## config.mk

```make
export PLATFORM = sky130hd
export DESIGN_NAME = i2c_bus_mon
export DESIGN_NICKNAME = d
export VERILOG_FILES = /design/src/rtl/i2c_bus_mon.sv
export SDC_FILE = /design/constraint.sdc
export NUM_CORES = 1
export LEC_CHECK = 0
export CAP_MARGIN = 20
export CORE_ASPECT_RATIO = 1.2
export CORE_MARGIN = 2
export CORE_UTILIZATION = 53
export DETAILED_ROUTE_END_ITERATION = 8
export GPL_TIMING_DRIVEN = 0
export PLACE_DENSITY = 0.87
export SLEW_MARGIN = 10
export SYNTH_ARGS = -nofsm -noshare
export SYNTH_HDL_FRONTEND = slang
export SYNTH_SLANG_ARGS = --single-unit
```

## constraint.sdc

```tcl
create_clock -name clk -period 2.1 [get_ports clk]
set_input_delay 0.42 -clock clk [delete_from_list [all_inputs] [get_ports clk]]
set_output_delay 0.42 -clock clk [all_outputs]
set_load 0.05 [all_outputs]
```

## src/rtl/i2c_bus_mon.sv

```systemverilog
// I2C pad front end: sync + deglitch SCL/SDA, bus strobes, busy/timeout/arbitration, open-drain pad enables.
// Latency: raw pad edge to scl_i/sda_i is SYNC_STG + filt_len + 1 cycles; strobes align with that change.
// Backpressure: none; a pure observer that samples the pads every cycle and never stalls.
module i2c_bus_mon #(
  parameter int SYNC_STG = 2,
  parameter int FILT_W   = 4,
  parameter int TO_W     = 16
) (
  input  logic              clk,
  input  logic              rstn,
  input  logic              cr_en,
  input  logic [FILT_W-1:0] filt_len,
  input  logic [TO_W-1:0]   to_val,
  input  logic              mst_active,
  input  logic              scl_pad_i,
  input  logic              sda_pad_i,
  output logic              scl_pad_oe,
  output logic              sda_pad_oe,
  input  logic              scl_o,
  input  logic              sda_o,
  output logic              scl_i,
  output logic              sda_i,
  output logic              scl_rising,
  output logic              scl_faling,
  output logic              sta,
  output logic              sto,
  output logic              bus_busy,
  output logic              bus_timeout,
  output logic              arb_lost
);

  logic [SYNC_STG-1:0] r_scl_sync, r_sda_sync;
  logic                r_scl_filt, r_sda_filt;
  logic [FILT_W-1:0]   r_scl_cnt, r_sda_cnt;
  logic [TO_W-1:0]     r_to_cnt;
  logic                r_busy;
  logic                r_rise, r_fall, r_sta, r_sto, r_to, r_arb;
  logic                r_scl_oe, r_sda_oe;

  logic w_scl_s, w_sda_s;
  logic w_scl_take, w_sda_take;
  logic w_scl_nxt, w_sda_nxt;
  logic w_rise, w_fall, w_sta, w_sto;
  logic w_to_run, w_to_hit, w_arb;

  assign w_scl_s = r_scl_sync[SYNC_STG-1];
  assign w_sda_s = r_sda_sync[SYNC_STG-1];

  // A line is accepted once it has differed from the filtered value for filt_len+1 samples.
  assign w_scl_take = (w_scl_s != r_scl_filt) && (r_scl_cnt == filt_len);
  assign w_sda_take = (w_sda_s != r_sda_filt) && (r_sda_cnt == filt_len);
  assign w_scl_nxt  = w_scl_take ? w_scl_s : r_scl_filt;
  assign w_sda_nxt  = w_sda_take ? w_sda_s : r_sda_filt;

  // Edge/condition detection on the filtered lines; START/STOP need SCL stable high across the change.
  assign w_rise = cr_en &  w_scl_nxt & ~r_scl_filt;
  assign w_fall = cr_en & ~w_scl_nxt &  r_scl_filt;
  assign w_sta  = cr_en & r_scl_filt & w_scl_nxt &  r_sda_filt & ~w_sda_nxt;
  assign w_sto  = cr_en & r_scl_filt & w_scl_nxt & ~r_sda_filt &  w_sda_nxt;

  // Timeout fires on the cycle the low-count reaches to_val; the counter then parks there.
  assign w_to_run = cr_en & r_busy & ~r_scl_filt & (to_val != '0) & (r_to_cnt != to_val);
  assign w_to_hit = w_to_run & (r_to_cnt == to_val - 1'b1);

  // Released SDA (sda_o = 1) seen low at an SCL rise means another master won.
  assign w_arb = w_rise & mst_active & r_busy & sda_o & ~w_sda_nxt;

  // Pad synchronisers, free-running regardless of cr_en.
  always_ff @(posedge clk or negedge rstn) begin
    if (!rstn) begin
      r_scl_sync <= '1;
      r_sda_sync <= '1;
    end else begin
      r_scl_sync <= {r_scl_sync[SYNC_STG-2:0], scl_pad_i};
      r_sda_sync <= {r_sda_sync[SYNC_STG-2:0], sda_pad_i};
    end
  end

  // SCL glitch filter: count disagreeing samples, restart whenever the line agrees again.
  always_ff @(posedge clk or negedge rstn) begin
    if (!rstn) begin
      r_scl_filt <= 1'b1;
      r_scl_cnt  <= '0;
    end else if (w_scl_s == r_scl_filt) begin
      r_scl_cnt  <= '0;
    end else if (w_scl_take) begin
      r_scl_filt <= w_scl_s;
      r_scl_cnt  <= '0;
    end else begin
      r_scl_cnt  <= r_scl_cnt + 1'b1;
    end
  end

  // SDA glitch filter, identical to the SCL one.
  always_ff @(posedge clk or negedge rstn) begin
    if (!rstn) begin
      r_sda_filt <= 1'b1;
      r_sda_cnt  <= '0;
    end else if (w_sda_s == r_sda_filt) begin
      r_sda_cnt  <= '0;
    end else if (w_sda_take) begin
      r_sda_filt <= w_sda_s;
      r_sda_cnt  <= '0;
    end else begin
      r_sda_cnt  <= r_sda_cnt + 1'b1;
    end
  end

  // SCL-low timeout counter; holds at to_val until SCL goes high so it pulses once.
  always_ff @(posedge clk or negedge rstn) begin
    if (!rstn) begin
      r_to_cnt <= '0;
    end else if (!cr_en || (to_val == '0) || r_scl_filt) begin
      r_to_cnt <= '0;
    end else if (r_to_cnt == to_val) begin
      r_to_cnt <= r_to_cnt;
    end else if (r_busy) begin
      r_to_cnt <= r_to_cnt + 1'b1;
    end else begin
      r_to_cnt <= '0;
    end
  end

  // Bus-busy level: START sets (repeated START keeps it set), STOP or timeout clears.
  always_ff @(posedge clk or negedge rstn) begin
    if (!rstn) begin
      r_busy <= 1'b0;
    end else if (!cr_en) begin
      r_busy <= 1'b0;
    end else if (w_sta) begin
      r_busy <= 1'b1;
    end else if (w_sto || w_to_hit) begin
      r_busy <= 1'b0;
    end
  end

  // Registered strobes and open-drain pad enables.
  always_ff @(posedge clk or negedge rstn) begin
    if (!rstn) begin
      r_rise   <= 1'b0;
      r_fall   <= 1'b0;
      r_sta    <= 1'b0;
      r_sto    <= 1'b0;
      r_to     <= 1'b0;
      r_arb    <= 1'b0;
      r_scl_oe <= 1'b0;
      r_sda_oe <= 1'b0;
    end else begin
      r_rise   <= w_rise;
      r_fall   <= w_fall;
      r_sta    <= w_sta;
      r_sto    <= w_sto;
      r_to     <= w_to_hit;
      r_arb    <= w_arb;
      r_scl_oe <= cr_en & ~scl_o;
      r_sda_oe <= cr_en & ~sda_o;
    end
  end

  assign scl_i       = r_scl_filt;
  assign sda_i       = r_sda_filt;
  assign scl_rising  = r_rise;
  assign scl_faling  = r_fall;
  assign sta         = r_sta;
  assign sto         = r_sto;
  assign bus_busy    = r_busy;
  assign bus_timeout = r_to;
  assign arb_lost    = r_arb;
  assign scl_pad_oe  = r_scl_oe;
  assign sda_pad_oe  = r_sda_oe;

endmodule

```

==> flow_metrics.py, run 1 <==
metrics = {
    "synthesis": {
        "synth-seq-cells": 39,
        "synth_top_flop_cell": "dfrtp_1",
        "ys_warn_count": 0,
        "synthCells": 249,
        "synth_edf_count": 0,
        "ys_top_cells_by_area": "dfrtp_1, xnor2_1, dfstp_2",
        "avgSynthCellArea_um2": 9.623,
        "synth.distinct_cells": 46,
        "synth_top_area_share_pct": 34.46,
        "syn-cell-area_um2": 2396,
        "synthesis.nets": 282,
        "async_reset_ff_share_pct": 100.0,
        "yosysTopAreaCell": "dfrtp_1",
        "ys_seq_area_share_pct": 41.04,
    },
    "die": {
        "die_area_um2": 5077,
        "start_util_pct": 55.80,
        "die_w_um": 65.38,
        "core-area_um2": 4294,
        "io_pins": 39,
        "num_rows": 26,
        "die_h_um": 77.66,
    },
    "global_route": {
        "grt_max_degree": 36,
        "gr-usage-met1_pct": 28.86,
        "grt-ovfl-total": 0,
        "grt_util_met2_pct": 41.02,
        "top_usage_layer": "met2",
        "grt_first_pass_wirelength_mm": 9.321,
        "antenna_found_initial": 0,
        "grt_pass1_vias": 2039,
        "grt_use_met3_pct": 4.348,
        "grt_use_total_pct": 24.04,
    },
    "routing": {
        "routed_wl_mm": 6.127,
        "via_per_inst": 6.047,
        "num_vias": 2165,
        "drcViolationCount": 0,
        "drt_first_pass_iters": 4,
        "drt_iter0_markers": 127,
        "wl_per_cell_um": 17.11,
        "ant_nets": 0,
    },
    "placed_design": {
        "place_hpwl_mm": 4.097,
        "gp_congestion": 0.9189,
        "io_buffer_count": 38,
        "placed_area_um2": 2861,
        "dp.cells": 344,
    },
    "setup_path": {
        "arrival_ns": 2.21,
        "worstSetupEndpointType": "register",
        "setup.worst_path.start_class": "register",
        "cp_num_buf_inv": 1,
        "crit_path_cell_trace": "xnor2_2 > nand2_2 > nor4_4 > a21oi_4 > buf_4 > a21o_1 > a22o_1",
        "worst_path_dominant_cell_family": "simple AND/OR/NAND/NOR gates",
        "cp_slowest_stage_delay_ns": 0.47,
        "rrSetupSlack_ns": 0.07,
        "critical_path_class": "reg -> reg",
        "slowest_stage": "dfrtp_2",
        "cp_max_fo": 7,
        "required_ns": 2.29,
    },
    "power": {
        "p_sw_share_pct": 31.18,
        "seqPwrFrac_pct": 41.5,
        "p_clk_share_pct": 32.9,
        "max-vdd-ir-drop_v": 0.0003969,
        "power.internal_w": 0.001543,
        "pwr-share-comb_pct": 25.6,
        "p_switching_w": 0.0006990,
        "leakage_nw": 1.372,
        "p_per_area_nw_per_um2": 696.1,
    },
    "final_layout": {
        "area_delta_synth_final_pct": 34.41,
        "stdcell_area_um2": 3221,
        "finalNonFillerCells": 358,
        "drive_gt1_share_pct": 21.52,
        "antenna_cells": 0,
        "layout.nets": 334,
    },
    "clock_tree": {
        "cts-root-buf": "clkbuf_8",
        "cts_buffers": 5,
        "cts_tree": "yes",
        "cts-htree-levels": 2,
        "clk_path_buf_depth": 2,
        "clock-sinks": 39,
        "clkTransAtPathRegs_ns": 0.07,
        "clk_latency_ns": 0.29,
    },
    "job": {
        "maxCapViolations": 0,
    },
    "timing": {
        "skew_ns": 0.003951,
        "timing.hold.ws_ns": 0.3658,
        "tightest_slew_ns": 0.5168,
        "setup_viol": 0,
        "fmax_mhz": 493.6,
        "finalMaxSlewViolations": 0,
        "finalCritPeriodShare_pct": 96.47,
        "finalHoldViolations": 0,
        "max-slew-margin-rel_pct": 65.43,
        "final.min_clock_period_ns": 2.026,
    },
    "min_path": {
        "hp-class": "reg -> reg",
    },
    "outcome": {
        "outcome": "finished clean",
    },
}
## power by group through the flow
stage,combinational (W),clock (W),sequential [W]
global route,0.000620,0.000781,0.000941
detailed placement,0.000540,0,0.000937
CTS,0.000545,0.000745,0.000922
finish,0.000574,0.000738,0.000930
floorplan,0.000236,0,0.00103
global placement,0.000522,0,0.000931
## flip-flops by register name (all words and copies together), names as in the netlist
| register | flops |
|---|---|
| r_to_cnt | 16 |
| r_scl_cnt | 4 |
| r_sda_cnt | 4 |
| r_scl_sync | 2 |
| r_sda_sync | 2 |
| arb_lost | 1 |
| bus_busy | 1 |
| bus_timeout | 1 |
| scl_faling | 1 |
| scl_i | 1 |
| scl_pad_oe | 1 |
| scl_rising | 1 |
| sda_i | 1 |
| sda_pad_oe | 1 |
| sta | 1 |
| sto | 1 |
## metal layers
| layer | vias up | wire, um |
|---|---|---|
| li1 | 1016 | - |
| met1 | 1056 | 2465 |
| met2 | 81 | 3203 |
| met3 | 12 | 307 |
| met4 | 0 | 150 |
| met5 | - | 0 |
## cell usage after synthesis (all sizes together), types with 3 or more instances
cell type,count
xnor2,23
xor2,14
and3,6
nor3b,4
a22o,3
inv,5
dfstp,6
nor3,12
nand4,9
ha,5
a21oi,11
dfrtp,33
o21ai,10
nand2b,5
nand2,15
buf,4
nor2b,5
nor2,20
mux2,4
nand3,16
a31oi,11
nor4,7
## logic make-up after synthesis
logic type / synth area share (%)
compound gates: 12.95
xor+xnor: 13.84
fa+ha+maj: 2.611
buf+inv: 1.775
flops: 41.04
mux: 2.715
simple gates: 25.07
## cell usage in the layout (no fill, tap or decap), drive strengths merged, types with 10 or more instances in the layout
cell	n
xnor2	23
nand3	16
clkdlybuf4s50	20
o21ai	10
dfrtp	33
buf	13
xor2	14
nor3	12
nor2	20
dlygate4sd2	10
nand2	15
a21oi	11
a31oi	11
## metrics by stage
stage	setup TNS, ns	util, %	power (W)	setup WS [ns]
global route	-0.001223	75.00	0.002342	-0.001223
global placement	-18.59	66.29	0.001453	-0.6819
CTS	-0.003729	72.90	0.002212	-0.003729
finish	0	75.00	0.002242	0.07422
detailed placement	-12.63	66.64	0.001477	-0.7752
floorplan	0	-	0.001261	0.07687
## path summary, 6_finish.rpt
| kind | cells after the start | to | start |
|---|---|---|---|
| worst min register to register | 0 | r_scl_sync[1] | r_scl_sync[0] |
| worst min-delay path | 0 | r_scl_sync[1] | r_scl_sync[0] |
| min in group asynchronous | 2 | r_scl_cnt[3] | rstn |
| max in group asynchronous | 3 | r_sda_sync[1] | rstn |
| worst max register to register | 7 | r_to_cnt[13] | r_to_cnt[10] |
| worst max-delay path | 7 | r_to_cnt[13] | r_to_cnt[10] |
## layout make-up
class	count	area (um2)
flip-flops and latches	39	984.7
inverters	5	18.77
repair buffers	46	430.4
well taps	56	70.07
multi-input cells	200	1559
clock buffers	6	72.57
plain buffers	4	25.02
clock inverters	2	60.06
fillers	282	1074
## what timing repair did
item / CTS / global route
hold endpoints to repair: 4 / 0
setup endpoints to repair: 20 / 18
resized for setup: 33 / 30
hold buffers: 1 / 0
setup buffers: 5 / 1
pin swaps: 5 / 8
Note: power is estimated with default switching activity, not from simulation.
==> inputs of run 2 (changes only) <==
--- a/config.mk
+++ b/config.mk
@@ -10,7 +10,6 @@
 export CORE_MARGIN = 2
 export CORE_UTILIZATION = 53
 export DETAILED_ROUTE_END_ITERATION = 8
-export GPL_TIMING_DRIVEN = 0
 export PLACE_DENSITY = 0.87
 export SLEW_MARGIN = 10
 export SYNTH_ARGS = -nofsm -noshare
==> flow_metrics.py, run 2 (synthesized netlist as in run 1, its figures left out) <==
metrics = {
    "clock_tree": {
        "clk_path_buf_depth": 2,
        "cts_tree": "yes",
        "cts-htree-levels": 2,
        "holdBufCountCts": 0,
        "cts-root-buf": "clkbuf_8",
        "clk_latency_ns": 0.30,
        "clkTransAtPathRegs_ns": 0.08,
        "cts_buffers": 5,
        "clock-sinks": 39,
    },
    "global_route": {
        "grt-ovfl-total": 0,
        "grt_first_pass_wirelength_mm": 11.58,
        "grt_max_degree": 40,
        "grt_use_total_pct": 30.18,
        "grt_pass1_vias": 2506,
        "antenna_found_initial": 0,
    },
    "routing": {
        "ant_nets": 0,
        "drt_iter0_markers": 121,
        "num_vias": 2482,
        "wl_per_cell_um": 19.51,
        "routed_wl_mm": 7.862,
        "drcViolationCount": 0,
        "drt_first_pass_iters": 4,
        "via_per_inst": 6.159,
    },
    "setup_path": {
        "worstSetupEndpointType": "register",
        "cp_max_fo": 5,
        "regToRegEndpoint": "bus_busy",
        "arrival_ns": 2.26,
        "critPathCapture": "r_to_cnt[3]",
        "required_ns": 2.26,
        "r2r_cells": 6,
        "critical_path_class": "in -> reg",
        "cp_slowest_stage_delay_ns": 0.48,
        "cp_num_buf_inv": 1,
        "rr_startpoint": "r_to_cnt[4]",
        "crit_start": "to_val[11]",
        "crit_path_cell_trace": "clkdlybuf4s50_1 > nor4_4 > nand4_1 > and2_4 > and3_2 > o21ai_1 > o21ai_0",
        "path_depth": 7,
        "slowest_stage": "clkdlybuf4s50_1",
        "worst_path_dominant_cell_family": "simple AND/OR/NAND/NOR gates",
        "rrSetupSlack_ns": 0.03,
        "setup.worst_path.start_class": "input pin",
    },
    "die": {
        "io_pins": 39,
        "num_rows": 26,
        "die_h_um": 77.66,
        "start_util_pct": 55.80,
        "die_w_um": 65.38,
        "core-area_um2": 4294,
        "die_area_um2": 5077,
    },
    "timing": {
        "rsz0062_at_grt": "yes",
        "finalMaxSlewViolations": 0,
        "setup_slack_ns": -0.003759,
        "tightest_slew_ns": 0.8749,
        "finalCritPeriodShare_pct": 100.2,
        "final.min_clock_period_ns": 2.104,
        "setup_viol": 1,
        "max-slew-margin-rel_pct": 41.67,
        "fmax_mhz": 475.3,
        "skew_ns": 0.003596,
        "finalHoldViolations": 0,
    },
    "power": {
        "finalPower_w": 0.002214,
        "leakage_nw": 1.575,
        "p_per_area_nw_per_um2": 630.0,
        "max-vdd-ir-drop_v": 0.0005375,
    },
    "min_path": {
        "hp-class": "in -> async",
    },
    "final_layout": {
        "nFillCells": 248,
        "finalNonFillerCells": 403,
        "layout.nets": 379,
        "antenna_cells": 0,
        "seqCellArea_um2": 983.4,
        "mostFrequentLayoutCells": "buf_4, dfrtp_1, clkdlybuf4s50_1",
        "reg_top3": "r_to_cnt (16), r_scl_cnt (4), r_sda_cnt (4)",
        "drive_gt1_share_pct": 31.12,
        "final_common_cell": "buf_4",
        "largest_reg_flops": 16,
        "largest_register": "r_to_cnt",
        "area_delta_synth_final_pct": 46.68,
        "multi_input_area_um2": 1523,
    },
    "outcome": {
        "violations": "setup timing",
        "outcome": "finished, violations left",
    },
    "placed_design": {
        "place_hpwl_mm": 5.043,
        "io_buffer_count": 38,
        "gp_congestion": 0.8927,
        "dp.cells": 392,
    },
    "job": {
        "maxCapViolations": 0,
    },
}
[run 2: worst min path at each step]
stage | end | cells past startpoint | slack (ns) | start
2_1_floorplan | arb_lost | 0 | 0.12 | rstn
3_3_place_gp | r_sda_sync[1] | 0 | 0.35 | r_sda_sync[0]
3_5_place_dp | r_sda_sync[1] | 0 | 0.35 | r_sda_sync[0]
4_1_cts | r_scl_cnt[1] | 1 | 0.24 | rstn
5_1_grt | r_scl_cnt[1] | 1 | 0.30 | rstn
6_report | r_scl_cnt[1] | 1 | 0.23 | rstn
[run 2: report_power, final]
part	total (W)	internal [W]	switching (W)
logic	0.000635	0.000275	0.000360
clock network	0.000653	0.000384	0.000268
registers	0.000927	0.000841	0.0000861
total	0.00221	0.00150	0.000715
[run 2: timing repair]
item / 4_1_cts / 5_1_grt
gates resized for setup: 22 / 22
endpoints found under the setup margin: 16 / 18
setup buffers: 1 / 2
pin swaps: 8 / 8
[run 2: layout make-up]
type | instances | share of cell area [%]
repair buffers | 95 | 22.82
multi-input cells | 200 | 43.33
clock inverters | 2 | 0.9968
well taps | 56 | 1.994
clock buffers | 6 | 2.350
inverters | 5 | 0.5340
flip-flops and latches | 39 | 27.98
[run 2: routing by layer]
| layer | track usage (%) | wire length, um |
|---|---|---|
| met1 | 32.58 | 2787 |
| met2 | 55.31 | 4080 |
| met3 | 6.087 | 496 |
| met4 | 13.75 | 497 |
| met5 | 0 | 0 |
[run 2: stage by stage]
stage                     area, um2  setup TNS, ns  hold WS [ns]  util [%]  setup slack, ns
after floorplan                2396              0        0.1244         -          0.07687
after global placement         3218         -5.955        0.3464     74.94          -0.4399
after detailed placement       3218         -6.561        0.3494     74.94          -0.5565
after CTS                      3408       -0.01146        0.2390     79.37         -0.01146
after global routing           3515        -0.4214        0.2974     81.85          -0.1216
final                          3515      -0.003759        0.2349     81.85        -0.003759
